**src/rtl/riscv_pkg.sv**
```systemverilog
// Shared types and helpers for the RISC-V pipeline controller.
//   pu_ctrl_state_e     : sequencing FSM states (RUN / MEM_WAIT / HALT)
//   PU_MEM_TIMEOUT_DEF  : default MEM_WAIT timeout in cycles
//   pu_load_use()       : load-use hazard detect between ID sources and the EX load
package riscv_pkg;

  typedef enum logic [1:0] {
    PU_RUN      = 2'b00,
    PU_MEM_WAIT = 2'b01,
    PU_HALT     = 2'b10
  } pu_ctrl_state_e;

  localparam int unsigned PU_MEM_TIMEOUT_DEF = 256;

  // A load in EX whose result an ID source needs next cycle; x0 never hazards.
  function automatic logic pu_load_use(
    input logic       ex_mem_read,
    input logic [4:0] ex_rd,
    input logic [4:0] rs1,
    input logic       rs1_used,
    input logic [4:0] rs2,
    input logic       rs2_used
  );
    return ex_mem_read & (ex_rd != 5'd0) &
           ((rs1_used & (rs1 == ex_rd)) | (rs2_used & (rs2 == ex_rd)));
  endfunction

endpackage

```
**src/rtl/riscv_pu_sat_counter.sv**
```systemverilog
// Saturating up-counter used for pipeline performance statistics.
//   i_clk, i_rst_n : clock, asynchronous active-low reset
//   inc            : count one event this cycle
//   clr            : synchronous clear, wins over inc
//   cnt            : current count, sticks at all-ones
module riscv_pu_sat_counter #(
  parameter int WIDTH = 32
) (
  input  logic             i_clk,
  input  logic             i_rst_n,
  input  logic             inc,
  input  logic             clr,
  output logic [WIDTH-1:0] cnt
);

  // Count register: clear has priority, increment stops at all-ones.
  always_ff @(posedge i_clk or negedge i_rst_n) begin
    if (!i_rst_n) begin
      cnt <= '0;
    end else if (clr) begin
      cnt <= '0;
    end else if (inc && (cnt != {WIDTH{1'b1}})) begin
      cnt <= cnt + WIDTH'(1);
    end else begin
      cnt <= cnt;
    end
  end

endmodule

```
**src/rtl/riscv_pu_pipeline_ctrl.sv**
```systemverilog
// Pipeline sequencing controller: stage enables/flushes for IF/ID/EX/MEM/WB,
// load-use bubbles, redirect flushes, multi-cycle MEM waits with timeout,
// fault HALT and saturating stall/flush counters.
//   i_id_*            : ID-stage source registers and use flags
//   i_ex_*            : EX load flag, destination, redirect
//   i_mem_*           : MEM request, completion, error (error qualified by ready)
//   i_halt_clr        : leave HALT
//   i_cnt_clr         : clear both performance counters
//   o_*_en / o_*_flush: combinational stage controls (forced safe in reset)
//   o_fault, o_state  : registered status
//   o_stall_cnt/o_flush_cnt : performance counters
module riscv_pu_pipeline_ctrl
  import riscv_pkg::*;
#(
  parameter int MEM_TIMEOUT = PU_MEM_TIMEOUT_DEF,
  parameter int CNT_WIDTH   = 32
) (
  input  logic                 i_clk,
  input  logic                 i_rst_n,
  input  logic [4:0]           i_id_rs1_addr,
  input  logic [4:0]           i_id_rs2_addr,
  input  logic                 i_id_rs1_used,
  input  logic                 i_id_rs2_used,
  input  logic                 i_ex_mem_read,
  input  logic [4:0]           i_ex_rd_addr,
  input  logic                 i_ex_redirect,
  input  logic                 i_mem_req,
  input  logic                 i_mem_ready,
  input  logic                 i_mem_err,
  input  logic                 i_halt_clr,
  input  logic                 i_cnt_clr,
  output logic                 o_pc_en,
  output logic                 o_if_id_en,
  output logic                 o_id_ex_en,
  output logic                 o_ex_mem_en,
  output logic                 o_mem_wb_en,
  output logic                 o_if_id_flush,
  output logic                 o_id_ex_flush,
  output logic                 o_ex_mem_flush,
  output logic                 o_fault,
  output logic [1:0]           o_state,
  output logic [CNT_WIDTH-1:0] o_stall_cnt,
  output logic [CNT_WIDTH-1:0] o_flush_cnt
);

  localparam int WAIT_W = $clog2(MEM_TIMEOUT);
  localparam logic [WAIT_W-1:0] WAIT_LAST = WAIT_W'(MEM_TIMEOUT - 1);

  // Enable vector order: {pc, if_id, id_ex, ex_mem, mem_wb}
  // Flush vector order:  {if_id, id_ex, ex_mem}
  pu_ctrl_state_e    r_state;
  pu_ctrl_state_e    w_next_state;
  logic [WAIT_W-1:0] r_wait_cnt;
  logic [WAIT_W-1:0] w_wait_next;
  logic              r_fault;
  logic [4:0]        w_en;
  logic [2:0]        w_fl;
  logic              w_flush_inc;
  logic [4:0]        w_run_en;
  logic [2:0]        w_run_fl;
  logic              w_run_redirect;
  logic              w_load_use;

  assign w_load_use = pu_load_use(i_ex_mem_read, i_ex_rd_addr, i_id_rs1_addr,
                                  i_id_rs1_used, i_id_rs2_addr, i_id_rs2_used);

  // Redirect/load-use/normal controls, shared by RUN and the MEM_WAIT exit cycle.
  always_comb begin
    w_run_en       = 5'b11111;
    w_run_fl       = 3'b000;
    w_run_redirect = 1'b0;
    if (i_ex_redirect) begin
      w_run_en       = 5'b11111;
      w_run_fl       = 3'b110;
      w_run_redirect = 1'b1;
    end else if (w_load_use) begin
      w_run_en = 5'b00111;
      w_run_fl = 3'b010;
    end else begin
      w_run_en = 5'b11111;
      w_run_fl = 3'b000;
    end
  end

  // Next-state, wait counter and stage controls.
  always_comb begin
    w_en         = 5'b00000;
    w_fl         = 3'b000;
    w_flush_inc  = 1'b0;
    w_next_state = r_state;
    w_wait_next  = '0;
    case (r_state)
      PU_RUN: begin
        if (i_mem_req && !i_mem_ready) begin
          w_next_state = PU_MEM_WAIT;
        end else begin
          w_en         = w_run_en;
          w_fl         = w_run_fl;
          w_flush_inc  = w_run_redirect;
          // A zero-wait access that returns an error still faults.
          w_next_state = (i_mem_req && i_mem_err) ? PU_HALT : PU_RUN;
        end
      end
      PU_MEM_WAIT: begin
        if (i_mem_ready && !i_mem_err) begin
          // Pending redirect/load-use is applied on the exit cycle.
          w_en         = w_run_en;
          w_fl         = w_run_fl;
          w_flush_inc  = w_run_redirect;
          w_next_state = PU_RUN;
        end else if (i_mem_ready && i_mem_err) begin
          w_next_state = PU_HALT;
        end else if (r_wait_cnt == WAIT_LAST) begin
          w_next_state = PU_HALT;
        end else begin
          w_wait_next = r_wait_cnt + WAIT_W'(1);
        end
      end
      PU_HALT: begin
        if (i_halt_clr) begin
          w_en         = 5'b11111;
          w_fl         = 3'b111;
          w_next_state = PU_RUN;
        end else begin
          w_next_state = PU_HALT;
        end
      end
      default: begin
        w_next_state = PU_RUN;
      end
    endcase
  end

  // State, wait counter and fault flag.
  always_ff @(posedge i_clk or negedge i_rst_n) begin
    if (!i_rst_n) begin
      r_state    <= PU_RUN;
      r_wait_cnt <= '0;
      r_fault    <= 1'b0;
    end else begin
      r_state    <= w_next_state;
      r_wait_cnt <= w_wait_next;
      r_fault    <= (w_next_state == PU_HALT);
    end
  end

  // In reset every stage is frozen and every bubble inserted.
  assign {o_pc_en, o_if_id_en, o_id_ex_en, o_ex_mem_en, o_mem_wb_en} =
         i_rst_n ? w_en : 5'b00000;
  assign {o_if_id_flush, o_id_ex_flush, o_ex_mem_flush} =
         i_rst_n ? w_fl : 3'b111;

  assign o_fault = r_fault;
  assign o_state = r_state;

  riscv_pu_sat_counter #(.WIDTH(CNT_WIDTH)) u_stall_cnt (
    .i_clk   (i_clk),
    .i_rst_n (i_rst_n),
    .inc     (~w_en[4]),
    .clr     (i_cnt_clr),
    .cnt     (o_stall_cnt)
  );

  riscv_pu_sat_counter #(.WIDTH(CNT_WIDTH)) u_flush_cnt (
    .i_clk   (i_clk),
    .i_rst_n (i_rst_n),
    .inc     (w_flush_inc),
    .clr     (i_cnt_clr),
    .cnt     (o_flush_cnt)
  );

endmodule

```
**config.mk**
```make
export PLATFORM = sky130hd
export DESIGN_NAME = riscv_pu_pipeline_ctrl
export DESIGN_NICKNAME = d
export VERILOG_FILES = /design/src/rtl/riscv_pkg.sv /design/src/rtl/riscv_pu_sat_counter.sv /design/src/rtl/riscv_pu_pipeline_ctrl.sv
export SDC_FILE = /design/constraint.sdc
export NUM_CORES = 1
export LEC_CHECK = 0
export ABC_CLOCK_PERIOD_IN_PS = 6400
export CORE_ASPECT_RATIO = 1.4
export CORE_MARGIN = 4
export CORE_UTILIZATION = 54
export DETAILED_ROUTE_END_ITERATION = 8
export MAX_ROUTING_LAYER = met4
export PLACE_DENSITY = 0.86
export SLEW_MARGIN = 20
export SYNTH_ARGS = -nofsm -noshare
export SYNTH_HDL_FRONTEND = slang
export SYNTH_SLANG_ARGS = --single-unit
```
**constraint.sdc**
```tcl
create_clock -name i_clk -period 6.4 [get_ports i_clk]
set_input_delay 0.64 -clock i_clk [delete_from_list [all_inputs] [get_ports i_clk]]
set_output_delay 0.64 -clock i_clk [all_outputs]
set_load 0.02 [all_outputs]
```
# Yosys cells after proc, flatten, opt, wreduce, memory -nomap -nowiden
# Index checks and enable logic that the tools add are counted.
op_classes:
  n_addsub: 3
  mul: 0
  div: 0
  n_lt_le_gt_ge: 0
  eq_ne: 8
  shifts: 0
  n_mux: 33
  n_bitwise: 6
  reduce_logical: 12
ops:
  columns: ["operator", "count"]
  rows:
  - ["2-to-1 mux 32 bit", 4]
  - ["adder 32 x 1 -> 32 bit, second input constant", 2]
  - ["!= test 32 bit, second input constant", 2]
  - ["2-to-1 mux 8 bit", 4]
  - ["2-to-1 mux 5 bit", 6]
  - ["2-to-1 mux 3 bit", 5]
  - ["case mux 5 bit (3 select lines)", 1]
  - ["2-to-1 mux 2 bit", 7]
  - ["equality test 5 bit", 2]
  - ["case mux 3 bit (3 select lines)", 1]
  - ["adder 8 x 1 -> 8 bit, second input constant", 1]
  - ["equality test 8 bit, second input constant", 1]
  - ["logical AND 1 bit", 6]
  - ["case mux 2 bit (3 select lines)", 1]
  - ["nonzero test 5 bit", 1]
  - ["AND 1 bit", 4]
  - ["equality test 2 bit, second input constant", 2]
  - ["nonzero test 2 bit", 2]
  - ["2-to-1 mux 1 bit", 3]
  - ["equality test 2 x 1 -> 1 bit, second input constant", 1]
  - ["zero test 1 bit", 2]
  - ["zero test 2 bit", 1]
  - ["case mux 1 bit (2 select lines)", 1]
  - ["inverter 1 bit", 1]
  - ["bitwise OR 1 bit", 1]
word_totals:
  regBits: 75
  latchBits: 0
  ram_bits: 0
  romBits: 0
  input_bits: 26
  out_inout_bits: 75
  wordCells: 67
  n_memories: 0

# Longest topological paths before layout
# Gate-level depths: netlist of the first run.
logic_depth:
  word_depth: 12
  ltp_mapped: 9
  depth_no_buf: 8

# Cells and area by module
# Synthesis of the first run repeated with hierarchy kept, for this count alone.
hier_totals:
  cells_unflattened: 481
  area_unflattened_um2: 4476.8
by_module_without_submodules:
  columns: ["module", "instances", "cells_each", "area_per_inst_um2", "seq_area_each_um2"]
  rows:
  - ["riscv_pu_sat_counter", 2, 198, 1854.3, 800.8]
  - ["riscv_pu_pipeline_ctrl", 1, 85, 768.2, 275.3]

# Worst setup path after synthesis of the first run
# Ideal clock, no wire load.
synth_timing:
  path_kind: "input to output"
  startpoint: "input port i_ex_rd_addr[1]"
  endpoint: "output port o_pc_en"
  arrival_time_ps: 2459
  required_ps: 5760
  slack_ps: 3301
  cell_stages: 7
  n_path_buf: 3
  cell_sequence: "or4_1 > o21a_1 > a31oi_1 > buf_4 > buf_2 > and2_1 > buf_4"
synth_between:
  elab_chain_len: 9
  word_cells_on_any_way: 14
  cone_classes: "2 x eq/ne; 6 x mux; 5 x bitwise; 1 x reduce/logical"
synth_rtl:
  columns: ["item", "line", "rtl"]
  rows:
  - ["start: declaration", "riscv_pu_pipeline_ctrl.sv:25", "input logic [4:0] i_ex_rd_addr,"]
  - ["equality test 5 bit", "riscv_pkg.sv:25", "((rs1_used & (rs1 == ex_rd)) | (rs2_used & (rs2 == ex_rd)));"]
  - ["AND 1 bit", "riscv_pkg.sv:25", null]
  - ["bitwise OR 1 bit", "riscv_pkg.sv:25", null]
  - ["AND 1 bit *", "riscv_pkg.sv:24", "return ex_mem_read & (ex_rd != 5'd0) &"]
  - ["2-to-1 mux 5 bit *", "riscv_pu_pipeline_ctrl.sv:76", "end else if (w_load_use) begin"]
  - ["2-to-1 mux 5 bit *", "riscv_pu_pipeline_ctrl.sv:72", "if (i_ex_redirect) begin"]
  - ["2-to-1 mux 5 bit, on equally long branches", "riscv_pu_pipeline_ctrl.sv:105, riscv_pu_pipeline_ctrl.sv:94", null]
  - ["case mux 5 bit (3 select lines) *", "riscv_pu_pipeline_ctrl.sv:92", "case (r_state)"]
  - ["2-to-1 mux 5 bit *", "riscv_pu_pipeline_ctrl.sv:149", "i_rst_n ? w_en : 5'b00000;"]
  - ["end: declaration", "riscv_pu_pipeline_ctrl.sv:32", "output logic o_pc_en,"]
# Mark *: on every way between the ends. The rest lies on a longest branch, timed or not.

# Worst setup path in the final report of the first run
# Same ends and word-level chain as after synthesis.

==> results of run 1 <==
-- flip-flops by register name, indices dropped and copies added, names as in the netlist --
signal / cells
o_state: 2
o_fault: 1
u_stall_cnt.cnt: 32
u_flush_cnt.cnt: 32
r_wait_cnt: 8
-- cell usage after synthesis, types with 8 or more instances --
library cell / n
nor2_1: 88
dfrtp_1: 75
xnor2_1: 46
nand3_1: 28
nand4_1: 28
xor2_1: 25
nand2_1: 24
and3_1: 12
nor3_1: 11
clkbuf_1: 10
nor4_1: 8
-- power breakdown --
part,internal [mW],switching [mW]
clock,0.191,0.163
sequential,0.483,0.0154
combinational,0.0707,0.0909
total,0.745,0.269
-- cells by family after synthesis --
logic type / share of synthesized area, %
AOI/OAI and AO/OA: 4.58
xor gates and xnor gates: 15.1
adders and majority gates: 0.909
buffers and inverters: 3.21
DFF: 45.5
muxes: 1.00
and+or+nand+nor: 29.8
-- layout make-up --
type | instances | area [um^2] | area share [%]
inverters | 7 | 26.3 | 0.490
clock buffers | 14 | 153 | 2.85
flip-flops and latches | 75 | 1880 | 35.0
clock inverters | 2 | 35.0 | 0.653
well taps | 97 | 121 | 2.26
multi-input cells | 341 | 2120 | 39.6
repair buffers | 102 | 1030 | 19.2
-- final timing paths --
| check | slack [ns] | endpoint |
|---|---|---|
| worst max-delay path | 2.58 | o_pc_en |
| worst min-delay path | 0.42 | u_stall_cnt.cnt[20] |
| worst max register to register | 3.58 | u_stall_cnt.cnt[24] |
| worst min register to register | 0.48 | r_wait_cnt[0] |
| max in group asynchronous | 5.34 | u_flush_cnt.cnt[5] |
| min in group i_clk | 0.48 | r_wait_cnt[0] |
-- through the flow --
| step | area (um^2) | power, mW |
|---|---|---|
| after floorplan | 4130 | 0.600 |
| after global routing | 5370 | 1.06 |
| final | 5370 | 1.01 |
| after CTS | 5370 | 1.02 |
| after global placement | 5150 | 0.664 |
| after detailed placement | 5180 | 0.671 |
-- routing by layer --
metal	track usage, %	vias to the layer above
met5	-	-
met4	6.65	0
met3	3.72	13
met2	38.0	94
met1	28.6	1720
li1	-	1710
-- worst max-delay path, delay by kind of cell --
kind / cells / cell delay (ns)
buf+inv: 3 / 1.42
simple gates: 2 / 0.74
compound gates: 2 / 0.39
-- layout by cell type, fill, tap and decap left out, types with 2 or more instances in the layout --
cell type,count
a21oi_1,7
a21oi_2,2
a31o_2,2
and2_1,2
and3_1,12
and4_1,5
buf_4,2
clkbuf_1,4
clkbuf_8,10
clkdlybuf4s50_1,98
dfrtp_1,75
ha_1,3
inv_1,7
mux2i_1,3
nand2_1,24
nand2b_1,4
nand3_1,28
nand4_1,28
nor2_1,88
nor2b_1,3
nor3_1,11
nor3_4,2
nor4_1,8
nor4_2,2
nor4b_1,5
o21a_1,3
o21ai_0,6
o21bai_1,2
or3_1,5
xnor2_1,46
xor2_1,25
==> results by group, run 1 <==
Run status
  – Status: finished clean

Timing
  – Maximum clock rate: about 260 MHz
  – Final worst-path cycle share: between 50 and 60%
  – Setup TNS: 0 ns
  – Measured slew at the worst slew-check pin: roughly 0.95 ns
  – Hold slack: between 0.4 and 0.5 ns
  – Hold violation count in the final report: 0
  – Crit path time final: between 3 and 4 ns
  – Slew margin rel.: a little under two fifths
  – Unrepaired setup endpoints after global routing: no
  – Final worst slack: approximately 2.6 ns
  – Final setup fails: 0
  – Slew Limit Fails: 0
  – Max Clock Skew: around 0.0088 ns

Worst setup path
  – Top cell by count, worst path: clkdlybuf4s50_1
  – CP peak stage delay: ~0.61 ns
  – Setup crit start kind: input pin
  – Worst r2r src: u_stall_cnt.cnt[14]
  – Worst Path Arrival: ~3.2 ns
  – Crit path cell chain: clkdlybuf4s50_1, or4_1, o21a_1, a31oi_2, buf_4, and2_1, clkdlybuf4s50_1
  – Crit path max-delay cell type: clkdlybuf4s50_1
  – Required time of the critical path: 5.76 ns
  – Cells on worst reg2reg path: 7
  – Crit path launch: i_ex_rd_addr[1]
  – Critical Path Fanout Max: 29
  – Setup crit end kind: primary output
  – Critical path class: in -> out

Placement
  – Post-DP HPWL: slightly above 7 mm
  – RD Place Congestion: about 0.86
  – Count of input and output buffers: 100
  – Dpl cells: 622
  – Pre-CTS setup slack: about 2.6 ns

Drt
  – Post-route ant nets: 0
  – Drt pass-1 iters: 4
  – Met1 WL: just under 4 mm
  – Wirelength, routed: roughly 9.6 mm
  – Iteration-0 DRC Markers: around 150
  – DR vias/cell: ~5.5
  – DR DRC count: 0
  – Met2 WL: approximately 5 mm
  – Routed wl met3: 500 um
  – Wire per inst: approximately 15 um
  – Vias: roughly 3.5k
  – Max layer used: met4

Run
  – Max cap viols: 0

Floorplan
  – Floorplan row count: 37
  – DIE AREA: around 0.0091 mm^2
  – Core area: about 0.0074 mm^2
  – Die H: between 100 and 150 um
  – Initial Util: 55.7%
  – Die W: 81.9 um
  – Top Ports: 101

Power
  – VDD IR-drop max: 150 uV
  – Leak: roughly 2.1 nW
  – P per Cell Area: ~190 mW/mm^2

Synthesis
  – Sequential cell area fraction in the yosys report: a little under half
  – Post-synth EDFFs: 0
  – Synth warnings: 0
  – Synth Flop Type: dfrtp_1
  – Distinct cells, synth: 46
  – Post-Synthesis Cell Area: about 0.0041 mm^2
  – #FFs+latches synth: 75
  – Post-synth top area cell: dfrtp_1
  – Ys async rst share: 100%
  – Synth area leaders: dfrtp_1 (45%), xnor2_1 (9.8%), nor2_1 (8.0%)
  – Synth Net Count: 470
  – Syn Area/Cell: a little over 9 um^2
  – Syn Inst Count: 441
  – Top-area cell type share of the netlist area: between 40% and 50%

Cells and area
  – Layout cells sized above 1: under 10%
  – Nets: about 570
  – Non-Filler Instances: about 640
  – Layout area overhead: 30.0%
  – Antenna cells: 0
  – Post-layout util: roughly 72%
  – Fill cell count: 560

Clock network
  – CTS tree: built
  – CTS H-tree lvls: 3
  – Clk buf depth: 2
  – Clock sinks: 75
  – Clock root cell: clkbuf_8
  – CTS Hold Bufs: 0
  – Post CTS Setup Buffer Count: 0
  – Clock slew at reported path FFs: about 0.080 ns
  – Clk_lat worst skew: about 0.34 ns
  – CTS buffer count: 9
  – Post-CTS sizing: 0

Worst hold path
  – Hold Crit Class: in -> async

Global route
  – Total grt overflow: 0
  – Total GRT Usage: 23.0%
  – First-pass GRT wire length: about 16 mm
  – Initial antenna violation count: 0
  – Vias in the first global route: between 3k and 4k
  – Largest net degree at the start of global routing: 80
Note: power is estimated with default switching activity, not from simulation.
==> run 2, diff against run 1 <==
--- a/config.mk
+++ b/config.mk
@@ -5,13 +5,13 @@
 export SDC_FILE = /design/constraint.sdc
 export NUM_CORES = 1
 export LEC_CHECK = 0
-export ABC_CLOCK_PERIOD_IN_PS = 6400
+export ABC_CLOCK_PERIOD_IN_PS = 3400
 export CORE_ASPECT_RATIO = 1.4
 export CORE_MARGIN = 4
-export CORE_UTILIZATION = 54
+export CORE_UTILIZATION = 45
 export DETAILED_ROUTE_END_ITERATION = 8
 export MAX_ROUTING_LAYER = met4
-export PLACE_DENSITY = 0.86
+export PLACE_DENSITY = 0.77
 export SLEW_MARGIN = 20
 export SYNTH_ARGS = -nofsm -noshare
 export SYNTH_HDL_FRONTEND = slang
==> constraint.sdc (replaced) <==
create_clock -name i_clk -period 3.4 [get_ports i_clk]
set_input_delay 0.34 -clock i_clk [delete_from_list [all_inputs] [get_ports i_clk]]
set_output_delay 0.34 -clock i_clk [all_outputs]
set_load 0.02 [all_outputs]
==> results by group, run 2 (synthesized netlist as in run 1, its figures left out) <==
Run status
  – Status: finished with violations (was finished clean)
  – Failing checks: negative hold slack

Floorplan
  – Top Ports: 101 (unchanged)
  – DIE AREA: 0.0108 mm^2 (was 0.00913 mm^2)
  – Die W: 88.9 um (was 81.9 um)
  – Core area: 0.00898 mm^2 (was 0.00741 mm^2)
  – Floorplan row count: 41 (was 37)
  – Initial Util: 46.0% (was 55.7%)
  – Die H: 121 um (was 111 um)

Worst setup path
  – Required time of the critical path: 3.06 ns (was 5.76 ns)
  – Crit path cell chain: clkdlybuf4s50_1, or3b_1, o31ai_4, nor2_1, a31oi_2, and2_1, clkdlybuf4s50_1 (was clkdlybuf4s50_1, or4_1, o21a_1, a31oi_2, buf_4, and2_1, clkdlybuf4s50_1)
  – Setup crit start kind: input pin (unchanged)
  – Top cell by count, worst path: clkdlybuf4s50_1 (unchanged)
  – Critical Path Fanout Max: 7 (was 29)
  – Setup crit end kind: primary output (unchanged)
  – Reg2reg setup slack: 0.81 ns (was 3.58 ns)
  – Cell family with most CP delay: buffers and inverters (unchanged)
  – Worst Path Arrival: 2.58 ns (was 3.18 ns)
  – Crit path max-delay cell type: clkdlybuf4s50_1 (unchanged)
  – CP peak stage delay: 0.60 ns (was 0.61 ns)
  – Critical path class: in -> out (unchanged)
  – CP Buf/Inv Count: 2 (was 3)

Timing
  – Maximum clock rate: around 340 MHz
  – Hold violation count in the final report: 4 (was 0)
  – Final setup fails: 0 (unchanged)
  – Crit path time final: about 2.9 ns
  – Measured slew at the worst slew-check pin: 0.682 ns (was 0.949 ns)
  – Final worst-path cycle share: a little under nine tenths
  – Unrepaired setup endpoints after global routing: no (unchanged)
  – Slew margin rel.: 54.5% (was 36.7%)
  – Setup TNS: 0 ns (unchanged)
  – Hold slack: -0.00848 ns (was 0.424 ns)
  – Slew Limit Fails: 0 (unchanged)
  – Max Clock Skew: 0.00510 ns (was 0.00881 ns)

Drt
  – Vias: 3561 (was 3537)
  – DR DRC count: 0 (unchanged)
  – Wire per inst: 15.3 um (was 15.1 um)
  – Iteration-0 DRC Markers: 193 (was 149)
  – DR vias/cell: 5.48 (was 5.54)
  – Post-route ant nets: 0 (unchanged)
  – Drt pass-1 iters: 4 (unchanged)
  – Wirelength, routed: 9.94 mm (was 9.61 mm)

Run
  – Max cap viols: 0 (unchanged)

Global route
  – Largest net degree at the start of global routing: 45 (was 80)
  – Vias in the first global route: 3455 (was 3549)
  – First-pass GRT wire length: 16.5 mm (about the same)
  – Total GRT Usage: 19.7% (was 23.0%)
  – Total grt overflow: 0 (unchanged)
  – Initial antenna violation count: 0 (unchanged)

Clock network
  – Clk_lat worst skew: 0.33 ns (was 0.34 ns)
  – CTS buffer count: 9 (unchanged)
  – CTS tree: built (unchanged)
  – Post CTS Setup Buffer Count: 0 (unchanged)
  – CTS H-tree lvls: 3 (unchanged)
  – Post-CTS sizing: 0 (unchanged)
  – Clk buf depth: 2 (unchanged)
  – Clock sinks: 75 (unchanged)
  – CTS Hold Bufs: 0 (unchanged)
  – Clock root cell: clkbuf_16 (was clkbuf_8)
  – Clock slew at reported path FFs: 0.05 ns (was 0.08 ns)

Placement
  – RD Place Congestion: 0.855 (was 0.862)
  – Post-DP HPWL: 7.33 mm (was 7.04 mm)
  – Count of input and output buffers: 100 (unchanged)

Power
  – P per Cell Area: 397 mW/mm^2 (was 189 mW/mm^2)
  – VDD IR-drop max: 334 uV (was 150 uV)
  – Leak: 2.14 nW (was 2.09 nW)
  – Overall power: 2.18 mW (was 1.01 mW)

Cells and area
  – Commonest non-fill, non-tap cells in the layout: clkdlybuf4s50_1 (98), nor2_1 (88), dfrtp_1 (75) (unchanged)
  – Layout area overhead: 32.8% (was 30.0%)
  – Top Registers: u_flush_cnt.cnt: 32 flops, u_stall_cnt.cnt: 32 flops, r_wait_cnt: 8 flops (unchanged)
  – Nets: 567 (was 565)
  – Antenna cells: 0 (unchanged)
  – Commonest non-fill, non-tap cell in the layout: clkdlybuf4s50_1 (unchanged)
  – Layout cells sized above 1: 6.81% (was 5.91%)
  – Fill cell count: 763 (was 560)

Worst hold path
  – Hold Crit Class: in -> async (unchanged)
[run 2: final cells by class]
class / count / area [um^2] / area share [%]
Multi-Input combinational cell: 341 / 2120 / 38.8
Sequential cell: 75 / 1880 / 34.2
Timing Repair Buffer: 104 / 1020 / 18.7
Clock buffer: 11 / 243 / 4.43
Tap cell: 107 / 134 / 2.44
Clock inverter: 5 / 52.6 / 0.959
Inverter: 7 / 26.3 / 0.479
[run 2: per-stage QoR]
stage	setup slack (ns)	cell area (um^2)	util [%]	hold WS (ns)	instances
after global routing	0.394	5480	61.0	0.0291	650
after floorplan	0.787	4130	-	0.0444	441
after CTS	0.462	5480	61.0	0.00179	650
after global placement	0.516	5180	57.8	0.354	634
final	0.481	5480	61.0	-0.00848	650
after detailed placement	0.460	5180	57.8	0.355	634
[run 2: power by group]
part	leakage [nW]	internal, mW	switching [mW]	total [mW]
clock	0.145	0.584	0.349	0.932
sequential	1.04	0.910	0.0304	0.941
combinational	0.956	0.131	0.172	0.303
[run 2: worst reg2reg max path: cells and delay by family (launching register included)]
family                   cells  cell delay [ns]
XOR/XNOR                     1             0.17
AND/OR/NAND/NOR              6             1.59
adder cells (fa/ha/maj)      1             0.23
flip-flops                   1             0.46
[run 2: final timing paths]
kind / start / to / cells past startpoint
worst max register to register: u_stall_cnt.cnt[0] / u_stall_cnt.cnt[11] / 8
worst min register to register: r_wait_cnt[0] / r_wait_cnt[0] / 1
worst max-delay path: i_mem_ready / o_if_id_en / 7
max in group asynchronous: i_rst_n / u_flush_cnt.cnt[19] / 2
min in group i_clk: r_wait_cnt[0] / r_wait_cnt[0] / 1
worst min-delay path: i_rst_n / u_stall_cnt.cnt[20] / 1
[run 2: metal layers]
layer	GRT usage (%)	wire, um	vias up
li1	-	-	1722
met2	31.7	5160	97
met5	-	0	-
met3	4.69	576	17
met4	6.15	144	0
met1	24.4	4060	1725
==> run 3, diff against run 2 <==
--- a/config.mk
+++ b/config.mk
@@ -9,6 +9,7 @@
 export CORE_ASPECT_RATIO = 1.4
 export CORE_MARGIN = 4
 export CORE_UTILIZATION = 45
+export CTS_CLUSTER_SIZE = 24
 export DETAILED_ROUTE_END_ITERATION = 8
 export MAX_ROUTING_LAYER = met4
 export PLACE_DENSITY = 0.77
==> results of run 3 <==
Same layout as run 2: the final DEF is identical, and so are final timing and power.
